**config.mk**
```make
export PLATFORM = sky130hd
export DESIGN_NAME = bus_arbiter
export DESIGN_NICKNAME = d
export VERILOG_FILES = /design/src/rtl/bus_arbiter_pkg.sv /design/src/rtl/bus_arbiter_decode.sv /design/src/rtl/bus_arbiter.sv
export SDC_FILE = /design/constraint.sdc
export NUM_CORES = 1
export LEC_CHECK = 0
export ABC_AREA = 1
export CAP_MARGIN = 20
export CORE_MARGIN = 1.5
export CORE_UTILIZATION = 35
export DETAILED_ROUTE_END_ITERATION = 7
export PLACE_DENSITY_LB_ADDON = 0.1
export SYNTH_ARGS = -nofsm -noshare
export SYNTH_HDL_FRONTEND = slang
export SYNTH_SLANG_ARGS = --single-unit
```
**constraint.sdc**
```tcl
create_clock -name clk -period 2.1 [get_ports clk]
set_clock_uncertainty 0.2 [all_clocks]
set_input_delay 0.42 -clock clk [delete_from_list [all_inputs] [get_ports clk]]
set_output_delay 0.42 -clock clk [all_outputs]
set_load 0.01 [all_outputs]
```
**src/rtl/bus_arbiter_pkg.sv**
```systemverilog
// Shared types and decode constants for the two-master system bus arbiter.
package bus_arbiter_pkg;

    typedef enum logic [2:0] {
        IDLE = 3'd0,
        OWN0 = 3'd1,
        OWN1 = 3'd2,
        XFER = 3'd3,
        HAND = 3'd4
    } arb_state_e;

    typedef enum logic {
        MST0 = 1'b0,
        MST1 = 1'b1
    } master_e;

    localparam int         ADDR_W        = 16;
    localparam int         DATA_W        = 8;
    localparam int         RAM_BIT       = 15;       // RAM lives where this bit is clear
    localparam logic [3:0] DIODES_HI     = 4'b1001;
    localparam logic [7:0] UNMAPPED_DATA = 8'hFF;

endpackage

```
**src/rtl/bus_arbiter_decode.sv**
```systemverilog
// Combinational address decode: chip-select hits and the wait-state count for a transfer.
module bus_decode
    import bus_arbiter_pkg::*;
#(
    parameter int RAM_WAIT = 1,
    parameter int IO_WAIT  = 0
) (
    input  logic [ADDR_W-1:0] addr,
    output logic              hit_ram,
    output logic              hit_diodes,
    output logic [2:0]        wait_cycles
);

    assign hit_ram     = !addr[RAM_BIT];
    assign hit_diodes  = (addr[15:12] == DIODES_HI);
    // Unmapped addresses take the I/O timing.
    assign wait_cycles = hit_ram ? 3'(RAM_WAIT) : 3'(IO_WAIT);

endmodule

```
**src/rtl/bus_arbiter.sv**
```systemverilog
// Round-robin owner of the shared 16/8 system bus for M0 (CPU) and M1 (DMA/loader),
// sequencing wait-stated transfers and generating RAM / diode-port selects.
module bus_arbiter
    import bus_arbiter_pkg::*;
#(
    parameter int RAM_WAIT  = 1,
    parameter int IO_WAIT   = 0,
    parameter int MAX_BURST = 8
) (
    input  logic              clk,
    input  logic              reset,
    input  logic              m0_req,
    input  logic              m1_req,
    input  logic [ADDR_W-1:0] m0_addr,
    input  logic [ADDR_W-1:0] m1_addr,
    input  logic [DATA_W-1:0] m0_wdata,
    input  logic [DATA_W-1:0] m1_wdata,
    input  logic              m0_read,
    input  logic              m1_read,
    input  logic              m0_write,
    input  logic              m1_write,
    output logic              m0_gnt,
    output logic              m1_gnt,
    output logic              m0_ready,
    output logic              m1_ready,
    output logic [DATA_W-1:0] rdata,
    output logic [ADDR_W-1:0] bus_addr,
    output logic [DATA_W-1:0] bus_wdata,
    input  logic [DATA_W-1:0] bus_rdata,
    output logic              bus_read,
    output logic              bus_write,
    output logic              cs_ram,
    output logic              cs_diodes
);

    arb_state_e        state, state_n;
    master_e           owner, owner_n, last_owner;
    logic [ADDR_W-1:0] lat_addr;
    logic [DATA_W-1:0] lat_wdata;
    logic              lat_read;
    logic [2:0]        wait_cnt;
    logic [7:0]        burst_cnt, burst_inc;
    logic              burst_full, last_xfer;

    logic              cur_req, oth_req, cur_rd, cur_wr;
    logic [ADDR_W-1:0] cur_addr;
    logic [DATA_W-1:0] cur_wdata;
    logic              hit_ram, hit_diodes;
    logic [2:0]        dec_wait;

    // Decoding bus_addr covers both cases: it mirrors the owner's address in OWNx
    // (wait-count load) and the latched address in XFER (chip selects, rdata).
    bus_decode #(.RAM_WAIT(RAM_WAIT), .IO_WAIT(IO_WAIT)) u_decode (
        .addr        (bus_addr),
        .hit_ram     (hit_ram),
        .hit_diodes  (hit_diodes),
        .wait_cycles (dec_wait)
    );

    always_comb begin
        cur_req   = (owner == MST1) ? m1_req   : m0_req;
        oth_req   = (owner == MST1) ? m0_req   : m1_req;
        cur_rd    = (owner == MST1) ? m1_read  : m0_read;
        cur_wr    = (owner == MST1) ? m1_write : m0_write;
        cur_addr  = (owner == MST1) ? m1_addr  : m0_addr;
        cur_wdata = (owner == MST1) ? m1_wdata : m0_wdata;
    end

    assign last_xfer  = (state == XFER) && (wait_cnt == 3'd0);
    assign burst_inc  = (burst_cnt < 8'(MAX_BURST)) ? burst_cnt + 8'd1 : burst_cnt;
    assign burst_full = (burst_inc == 8'(MAX_BURST));

    // Bus drive: idle and hand-over cycles park the bus at zero.
    always_comb begin
        bus_addr  = '0;
        bus_wdata = '0;
        bus_read  = 1'b0;
        bus_write = 1'b0;
        case (state)
            OWN0, OWN1: begin
                bus_addr  = cur_addr;
                bus_wdata = cur_wdata;
            end
            XFER: begin
                bus_addr  = lat_addr;
                bus_wdata = lat_wdata;
                bus_read  = lat_read;
                bus_write = !lat_read;
            end
            default: ;
        endcase
    end

    assign cs_ram    = (bus_read || bus_write) && hit_ram;
    assign cs_diodes = (bus_read || bus_write) && hit_diodes;
    assign m0_gnt    = (state == OWN0) || ((state == XFER) && (owner == MST0));
    assign m1_gnt    = (state == OWN1) || ((state == XFER) && (owner == MST1));

    always_ff @(posedge clk or negedge reset) begin
        if (!reset) begin
            state <= IDLE;
            owner <= MST0;
        end else begin
            state <= state_n;
            owner <= owner_n;
        end
    end

    always_comb begin
        state_n = state;
        owner_n = owner;
        case (state)
            IDLE: begin
                if (m0_req && (!m1_req || last_owner == MST1)) begin
                    state_n = OWN0;
                    owner_n = MST0;
                end else if (m1_req) begin
                    state_n = OWN1;
                    owner_n = MST1;
                end
            end
            OWN0, OWN1: begin
                if (cur_rd || cur_wr)
                    state_n = XFER;
                else if (!cur_req)
                    state_n = HAND;
            end
            XFER: begin
                if (last_xfer) begin
                    if (!cur_req || (burst_full && oth_req))
                        state_n = HAND;
                    else
                        state_n = (owner == MST1) ? OWN1 : OWN0;
                end
            end
            HAND:    state_n = IDLE;
            default: state_n = IDLE;
        endcase
    end

    always_ff @(posedge clk or negedge reset) begin
        if (!reset) begin
            last_owner <= MST1;
            lat_addr   <= '0;
            lat_wdata  <= '0;
            lat_read   <= 1'b0;
            wait_cnt   <= '0;
            burst_cnt  <= '0;
            rdata      <= '0;
            m0_ready   <= 1'b0;
            m1_ready   <= 1'b0;
        end else begin
            m0_ready <= 1'b0;
            m1_ready <= 1'b0;
            case (state)
                OWN0, OWN1: begin
                    if (cur_rd || cur_wr) begin
                        lat_addr  <= cur_addr;
                        lat_wdata <= cur_wdata;
                        lat_read  <= cur_rd;   // read wins if both strobes are high
                        wait_cnt  <= dec_wait;
                    end
                end
                XFER: begin
                    if (wait_cnt != 3'd0) begin
                        wait_cnt <= wait_cnt - 3'd1;
                    end else begin
                        if (lat_read)
                            rdata <= (hit_ram || hit_diodes) ? bus_rdata : UNMAPPED_DATA;
                        m0_ready  <= (owner == MST0);
                        m1_ready  <= (owner == MST1);
                        // An uncontested full burst restarts the count without losing the bus.
                        burst_cnt <= (burst_full && !oth_req) ? 8'd0 : burst_inc;
                    end
                end
                HAND: begin
                    last_owner <= owner;
                    burst_cnt  <= '0;
                end
                default: ;
            endcase
        end
    end

endmodule

```
Word-level counts from Yosys, hierarchy flattened
Index checks and enable logic that the tools add are counted.
{"block": "word_totals", "regBits": 51, "elab_cells": 94}
{"block": "classes", "addsub": 2, "order_cmp": 1, "n_eq_ne": 12, "n_mux": 33, "bitwise": 2, "n_reduce_logical": 33}
{"op": "$mux W8", "count": 5}
{"op": "$pmux W16 S2", "count": 1}
{"op": "$pmux W8 S2", "count": 2}
{"op": "$mux W3", "count": 8}
{"op": "$mux W16", "count": 1}
{"op": "$mux W1", "count": 13}
{"op": "$pmux W3 S3", "count": 1}
{"op": "$reduce_and A3 Y1", "count": 3}
{"op": "$add A8 B1 Y8 const B", "count": 1}
{"op": "$eq A8 B4 Y1 const B", "count": 1}
{"op": "$logic_and A1 B1 Y1", "count": 8}
{"op": "$lt A8 B4 Y1 const B", "count": 1}
{"op": "$logic_or A1 B1 Y1", "count": 7}
{"op": "$eq A3 B2 Y1 const B", "count": 2}
{"op": "$logic_not A3 Y1", "count": 2}
{"op": "$ne A2 B2 Y1 const B", "count": 3}
{"op": "$ne A3 B3 Y1 const B", "count": 2}
{"op": "$pmux W3 S2", "count": 1}
{"op": "$reduce_and A2 Y1", "count": 3}
{"op": "$reduce_bool A2 Y1", "count": 3}
{"op": "$logic_not A1 Y1", "count": 5}
{"op": "$eq A4 B4 Y1 const B", "count": 1}
{"op": "$eq A3 B1 Y1 const B", "count": 1}
{"op": "$eq A3 B3 Y1 const B", "count": 1}
{"op": "6 further kinds", "count": 7}

Logic depth before layout (Yosys ltp)
Gate-level depths: netlist of the first run.
{"block": "logic_depth", "word_depth": 8, "mapped_depth": 13, "mapped_depth_nobuf": 12}

Cells and area by module
From an unflattened synthesis of the first run, not the netlist that was laid out.
{"block": "unflattened", "cells_unflattened": 434, "area_unflattened_um2": 3006.6}
{"module": "bus_arbiter", "n_inst": 1, "cells_per_inst": 424, "area_per_inst_um2": 2957.8, "seq_area_each_um2": 1277.5}
{"module": "bus_decode", "n_inst": 1, "cells_per_inst": 10, "area_per_inst_um2": 48.8, "seq_area_each_um2": 0.0}

Worst setup path after synthesis of the first run
OpenSTA, ideal clock, no wires.
{"block": "synth_path", "path_kind": "flip-flop to output port", "startpoint": "register state[2]", "endpoint": "output cs_diodes", "t_arrival_ns": 1.454, "path_slack_ns": 0.026, "stages_incl_launch_ff": 8, "path_buffers": 0, "cell_sequence": "dfrtp_1 > inv_2 > nand2_2 > nor2_8 > inv_2 > o22ai_1 > nand3_1 > nor3_1"}
{"block": "synth_via", "elab_chain_len": 5, "word_cells_on_any_way": 10, "cone_classes": "4 x eq/ne; 3 x mux; 3 x reduce/logical"}
{"element": "start, declared", "line_no": "bus_arbiter.sv:36", "text": "arb_state_e state, state_n;"}
{"element": "start signal, assigned", "line_no": "bus_arbiter.sv:104", "text": "state <= state_n;"}
{"element": "$eq A3 B1 Y1 / $eq A3 B2 Y1 (equally long branches)", "line_no": "bus_arbiter.sv:79", "text": "case (state)"}
{"element": "$reduce_or A2 Y1", "line_no": "bus_arbiter.sv:79"}
{"element": "$pmux W16 S2 *", "line_no": "bus_arbiter.sv:79"}
{"element": "named net bus_addr[12]", "line_no": "bus_arbiter.sv:27", "text": "output logic [ADDR_W-1:0] bus_addr,"}
{"element": "$eq A4 B4 Y1 *", "line_no": "bus_arbiter_decode.sv:15", "text": "assign hit_diodes = (addr[15:12] == DIODES_HI);"}
{"element": "$logic_and A1 B1 Y1 *", "line_no": "bus_arbiter.sv:95", "text": "assign cs_diodes = (bus_read || bus_write) && hit_diodes;"}
{"element": "end, declared", "line_no": "bus_arbiter.sv:33", "text": "output logic cs_diodes"}
Mark *: on every way through the listed nets, which the timed path passes. The rest lies on a longest branch.

Worst setup path in the final report of the first run
{"block": "layout_path", "startpoint": "register owner", "endpoint": "output bus_addr[12]"}
{"block": "layout_via", "elab_chain_len": 2}
{"element": "start, declared", "line_no": "bus_arbiter.sv:37", "text": "master_e owner, owner_n, last_owner;"}
{"element": "start signal, assigned", "line_no": "bus_arbiter.sv:105", "text": "owner <= owner_n;"}
{"element": "$mux W16", "line_no": "bus_arbiter.sv:65", "text": "cur_addr = (owner == MST1) ? m1_addr : m0_addr;"}
{"element": "$pmux W16 S2", "line_no": "bus_arbiter.sv:79"}
{"element": "end, declared", "line_no": "bus_arbiter.sv:27"}
Every way passes these cells.

==> results of run 1 <==
[routing by layer]
layer  vias to the layer above  part of all wire [%]  global-route usage (%)
li1                       1629                     -                       -
met1                      1469                    45                    26.4
met2                        93                    49                    34.2
met3                        10                   5.1                    3.54
met4                         0                   1.2                    5.60
met5                         -                     0                       0
[flip-flops by register name, summed over array words and instances (netlist names)]
name	count
burst_cnt	8
last_owner	1
lat_addr	16
lat_read	1
lat_wdata	8
m0_ready	1
m1_ready	1
owner	1
rdata	8
state	3
wait_cnt	3
[power groups by stage]
| stage | Combinational (W) | Sequential (W) | Clock [W] |
|---|---|---|---|
| after floorplan | 0.00228 | 0.00163 | 0 |
| after global placement | 0.00429 | 0.00163 | 0 |
| after detailed placement | 0.00437 | 0.00164 | 0 |
| after CTS | 0.00506 | 0.00161 | 0.000600 |
| after global routing | 0.00632 | 0.00167 | 0.000643 |
| final | 0.00575 | 0.00162 | 0.000591 |
[final cells by class]
cell class | instances | area, um^2
Clock buffer | 5 | 68.8
Fill cell | 740 | 3150
Tap cell | 105 | 131
Inverter | 53 | 209
Sequential cell | 51 | 1280
Clock inverter | 3 | 18.8
Multi-Input combinational cell | 292 | 1620
Timing Repair Buffer | 176 | 1660
[what timing repair did]
item | in CTS | in global routing
resized for setup | 181 | 71
setup endpoints to repair | 56 | 60
hold buffers | 1 | 0
endpoints found under the hold margin | 50 | 0
setup buffers | 13 | 9
pin swaps | 8 | 15
gates cloned | 4 | 2
[worst reg2reg max path: stages (launching register included)]
cell and delay, ns:
dfrtp_1 0.40, inv_2 0.11, nor2_2 0.06, nand2_2 0.09, nand2_4 0.10, buf_6 0.15, buf_6 0.11, nand4_4 0.07
nand2_4 0.08, nor2_4 0.14, buf_12 0.13, mux2_4 0.29
[kinds of logic (layout without fill, tap and decap cells)]
family	Yosys count	in the layout	share of synthesized area (%)
AO/OA/AOI/OAI	76	76	13.7
flip-flops	51	51	43.7
AND/OR/NAND/NOR	206	207	29.4
XOR/XNOR	1	1	0.300
multiplexers	5	5	2.06
buffers and inverters	70	237	9.51
adder cells (fa/ha/maj)	3	3	1.29
[metrics by stage]
step / area (um^2) / util (%) / total power, W / cells / hold slack (ns)
2_1_floorplan: 2920 / - / 0.00391 / 412 / -0.0756
3_3_place_gp: 4390 / 54.0 / 0.00592 / 649 / 0.237
3_5_place_dp: 4390 / 54.0 / 0.00600 / 649 / 0.237
4_1_cts: 4710 / 57.9 / 0.00727 / 674 / 0.293
5_1_grt: 4990 / 61.3 / 0.00863 / 685 / 0.333
6_report: 4990 / 61.3 / 0.00797 / 685 / 0.289
[cell usage after synthesis]
cell / count / area, um^2
nand2_2: 3 / 18.8
nand3b_1: 1 / 7.51
nor2_1: 30 / 113
o31ai_1: 1 / 7.51
xor2_1: 1 / 8.76
nor2_4: 2 / 22.5
dfstp_2: 1 / 26.3
mux2_4: 2 / 30.0
mux2i_1: 3 / 30.0
inv_1: 48 / 180
nor2_2: 2 / 12.5
nand4_2: 1 / 12.5
buf_2: 5 / 25.0
o22ai_1: 3 / 18.8
o21a_1: 1 / 7.51
a21oi_1: 15 / 75.1
inv_2: 4 / 15.0
buf_6: 1 / 11.3
clkbuf_1: 7 / 26.3
clkbuf_2: 1 / 5.00
nor3_1: 9 / 45.0
clkinv_1: 1 / 3.75
nand4_1: 3 / 18.8
nand2_1: 145 / 544
a22oi_1: 2 / 15.0
o21ai_0: 52 / 260
dfrtp_1: 50 / 1250
nand3_1: 9 / 45.0
a21o_1: 1 / 7.51
ha_1: 3 / 37.5
o211ai_1: 1 / 7.51
nor2_8: 1 / 20.0
buf_1: 3 / 11.3
[path summary, 6_finish.rpt]
kind	to	slack, ns
worst max-delay path	bus_addr[12]	-0.25
max in group asynchronous	last_owner$_DFFE_PN1P_	1.00
worst min-delay path	wait_cnt[1]$_DFFE_PN0P_	0.29
worst max register to register	lat_addr[13]$_DFFE_PN0P_	0.07
worst min register to register	wait_cnt[1]$_DFFE_PN0P_	0.29
min in group asynchronous	state[2]$_DFFE_PN0P_	0.42
==> flow_summary.yaml, run 1 <==
drt:
  drt-total-wl_um: 9000
  drt_iter0_markers: 127
  ant_nets: 0
  viasPerCell: 4.67
  drcViolationCount: 0
  post_drt_wl_per_cell_um: 13.1
  firstDrtPassIters: 4
  dr_total_vias: 3201
cells_and_area:
  final_nets: 646
  layout_common_cells: "nand2_1 (128), clkdlybuf4s50_1 (72), dfrtp_1 (48), buf_4 (48), inv_1 (44)"
  areaGrowthSynthToFinish_pct: 70.7
  drive_gt1_share_pct: 31.2
  layout_commonest_cell: "nand2_1"
  diodes: 0
power_and_ir_drop:
  power_frac_clock_pct: 7.4
  power_density_nw_per_um2: 1600
  p_leak_nw: 2.49
  power.switching_w: 0.00349
  peakVddDrop_mv: 0.980
  seqPwrFrac_pct: 20.4
  p_sw_share_pct: 43.7
  comb_power_share_pct: 72.2
  p_int_w: 0.00448
global_routing:
  grt_max_degree: 52
  grt_pass1_vias: 2969
  grt.overflow.total: 0
  grt_use_total_pct: 20.2
  antenna_found_initial: 0
  grt_pass1_wl_um: 14100
cts:
  cts_inserted_buffers: 5
  cts_tree: "done"
  clk_pin_slew_ns: 0.10
  cts.sinks: 51
  htreeDepth: 2
  clockRootBuffer: "clkbuf_8"
  worstSkewPairLatency_ns: 0.31
  cts_max_path_buffers: 2
setup_path:
  crit_family: "buffers and inverters"
  cp_slowest_stage_delay_ns: 0.43
  crit_top_cell: "buf_6"
  worstReg2RegStart: "state[0]$_DFFE_PN0P_"
  cp_max_fo: 4
  arrival_ns: 1.73
  crit_slowest_cell: "dfrtp_2"
  path_buf_inv: 5
  cp-start-kind: "flip-flop"
  ff2ff_path_depth: 11
  worstSetupStartpoint: "owner$_DFFE_PN0P_"
  worstPathRequired_ns: 1.48
  cp_cell_sequence: "buf_6 -> mux2i_4 -> o22ai_4 -> buf_4 -> buf_4 -> buf_6 -> buf_6"
  crit_type: "flip-flop to output pin"
  crit_cells: 7
  end_kind: "output pin"
placement:
  globalplace.congestion: 0.832
  pre_cts_slack_ns: -0.573
  port_buffers: 103
  dp_hpwl_um: 5870
timing:
  finalSetupTns_ns: -2.86
  min_period_ns: 2.35
  hold_viol: 0
  tightest_slew_ns: 0.311
  setup_viol: 27
  rsz0062_at_grt: "yes"
  max_freq_mhz: 425
  period_share_pct: 112
  relSlewSlack_pct: 79.0
  setup_ws_ns: -0.252
  slew_viol_final: 0
synth:
  synth_cells: 412
  synth-seq-cells: 51
  avgSynthCellArea_um2: 7.09
  syn-num-nets: 479
  yosys_warnings: 0
  synth_area_um2: 2920
  yosysSeqAreaShare_pct: 43.7
  synthDistinctLibCells: 33
floorplanning:
  core_um2: 8130
  die_area_um2: 8900
  rows: 33
  start_util_pct: 35.9
  die_y_um: 94.3
  ios: 104
  die_w_um: 94.3
worst_hold_path:
  hold_depth: 2
  hold_path_class: "flip-flop to flip-flop"
  hold_start: "wait_cnt[1]$_DFFE_PN0P_"
run_status:
  status: "finished with violations"
  violations: "setup timing"
run:
  drv_cap: 0
(Power assumes the default switching activity.)
==> inputs of run 2 (changes only) <==
CORE_UTILIZATION = 25   (was 35)
==> run 2 against run 1 <==
Compared with the run above:
- sequential share of layout area increased by 0.11 points
- wire length decreased by 2.2%
- clock-buffer cell count increased by 1
- non-clock buffer count decreased by 1
- sequential power about the same
- the run still ends with setup timing left
- cell area decreased by 0.43%
- critical path type unchanged
- final cell count increased by 5.3%
- critical endpoint unchanged
- total power decreased by 2.4%
- clock power increased by 79%
- first-iteration DRC count decreased by 17%
- register-to-register slack got worse by 0.13 ns
- critical path depth increased by 4
==> flow_summary.yaml, run 2 (synthesis results as in run 1) <==
timing:
  rsz0062_at_grt: "yes"
  tightest_slew_ns: 0.582
  hold_slack_ns: 0.291
  max_freq_mhz: 425
  setup_ws_ns: -0.255
  hold_viol: 0
  relSlewSlack_pct: 61.2
  period_share_pct: 112
  slew_viol_final: 0
  finalSetupTns_ns: -3.84
  min_period_ns: 2.36
  setup_viol: 30
cts:
  clockRootBuffer: "clkbuf_16"
  cts_inserted_buffers: 5
  cts_max_path_buffers: 2
  worstSkewPairLatency_ns: 0.29
  cts.sinks: 51
  htreeDepth: 2
  cts_tree: "done"
  clk_pin_slew_ns: 0.07
floorplanning:
  ios: 104
  die_y_um: 111
  core_um2: 11400
  die_w_um: 111
  rows: 39
  die_area_um2: 12300
  start_util_pct: 25.6
placement:
  port_buffers: 103
  pre_cts_slack_ns: -0.572
  globalplace.congestion: 0.802
  dp_hpwl_um: 6610
  post-place-cells: 697
drt:
  dr_total_vias: 3124
  drt_iter0_markers: 105
  drcViolationCount: 0
  viasPerCell: 4.33
  firstDrtPassIters: 4
  ant_nets: 0
  post_drt_wl_per_cell_um: 12.2
  drt-total-wl_um: 8810
setup_path:
  path_buf_inv: 7
  end_kind: "output pin"
  cp_cell_sequence: "inv_2 -> nor2_2 -> nand2_2 -> nand2_4 -> buf_12 -> inv_2 -> o22ai_2 -> buf_4 -> buf_4 -> buf_4 -> buf_6"
  worstReg2RegStart: "state[0]$_DFFE_PN0P_"
  rrSetupSlack_ns: -0.06
  r2r-end: "lat_addr[13]$_DFFE_PN0P_"
  worstPathRequired_ns: 1.48
  cp_slowest_stage_delay_ns: 0.39
  arrival_ns: 1.74
  cp-start-kind: "flip-flop"
  cp_max_fo: 3
  crit_slowest_cell: "dfrtp_1"
  crit_top_cell: "buf_4"
  crit_family: "buffers and inverters"
  crit_type: "flip-flop to output pin"
  ff2ff_path_depth: 12
cells_and_area:
  finalNonFillerCells: 721
  fin_util_pct: 43.5
  fillers: 1208
  largest_register: "lat_addr"
  multiInputGateArea_um2: 1470
  layout_commonest_cell: "nand2_1"
  drive_gt1_share_pct: 25.4
  layout_common_cells: "nand2_1 (142), clkdlybuf4s50_1 (72), buf_4 (54)"
  final_nets: 644
  ff_latch_area_um2: 1280
  largest_reg_flops: 16
  diodes: 0
  areaGrowthSynthToFinish_pct: 70.0
global_routing:
  grt_pass1_vias: 3092
  grt_max_degree: 26
  antenna_found_initial: 0
  grt_use_total_pct: 14.4
  grt_pass1_wl_um: 14700
  grt.overflow.total: 0
power_and_ir_drop:
  p_leak_nw: 2.45
  power_density_nw_per_um2: 1570
  peakVddDrop_mv: 0.671
run:
  drv_cap: 0
run_status:
  status: "finished with violations"
  violations: "setup timing"
worst_hold_path:
  hold_depth: 2
  min_to: "wait_cnt[1]$_DFFE_PN0P_"
  hold_path_class: "flip-flop to flip-flop"
  hold_start: "wait_cnt[1]$_DFFE_PN0P_"
run 2: cell types whose count changed in the layout (fill, tap and decap cells not counted), sizes merged:
| cell | previous run | this run |
|---|---|---|
| clkdlybuf4s15 | 0 | 5 |
| buf | 101 | 95 |
| bufinv | 0 | 2 |
| clkinv | 3 | 1 |
| inv | 53 | 52 |
| clkbuf | 7 | 8 |
| nor2 | 36 | 35 |
run 2: power by group:
group	total, W	internal, W	switching (W)
Clock	0.00106	0.000684	0.000372
Combinational	0.00510	0.00254	0.00256
Sequential	0.00163	0.00143	0.000198
run 2: worst reg2reg max path, stage by stage, from the launching register on:
cell and delay (ns):
dfrtp_1 0.37, inv_2 0.07, nor2_2 0.12, nand2_2 0.08, nand2_4 0.08, buf_4 0.18, buf_12 0.13, nor2_1 0.05
nor2_2 0.08, nand2_2 0.07, nor2_4 0.15, buf_6 0.15, mux2_4 0.30
run 2: area by class of cell:
type                    instances  share of cell area (%)
repair buffers                175                    33.2
inverters                      53                    4.06
clock inverters                 2                    1.21
multi-input cells             291                    29.6
well taps                     143                    3.60
flip-flops and latches         51                    25.8
clock buffers                   6                    2.60
run 2: what timing repair did:
| item | 4_1_cts | 5_1_grt |
|---|---|---|
| pin swaps | 6 | 10 |
| endpoints found under the hold margin | 21 | 0 |
| endpoints found under the setup margin | 64 | 63 |
| hold buffers | 1 | 0 |
| buffers inserted | 10 | 8 |
| cloned | 0 | 1 |
| resized for setup | 154 | 30 |
run 2: metrics by stage:
stage / instance area [um^2] / total power (W)
after floorplan: 2920 / 0.00391
after global routing: 4960 / 0.00846
after global placement: 4550 / 0.00627
after CTS: 4830 / 0.00758
final: 4960 / 0.00778
after detailed placement: 4550 / 0.00632
run 2: metal layers:
metal	share of wire (%)	track usage, %	vias to the layer above
li1	-	-	1626
met1	48	18.9	1413
met2	46	24.5	79
met3	5.3	3.17	6
met4	0.72	3.04	0
met5	0	0	-
run 2: how the worst max path moves through the flow:
stage | from | cells past startpoint | to
floorplan | state[2]$_DFFE_PN0P_ | 7 | cs_diodes
global placement | m1_addr[14] | 7 | cs_diodes
detailed placement | m0_addr[14] | 7 | cs_diodes
CTS | state[0]$_DFFE_PN0P_ | 9 | cs_diodes
global route | state[0]$_DFFE_PN0P_ | 9 | cs_diodes
finish | state[0]$_DFFE_PN0P_ | 11 | bus_addr[12]
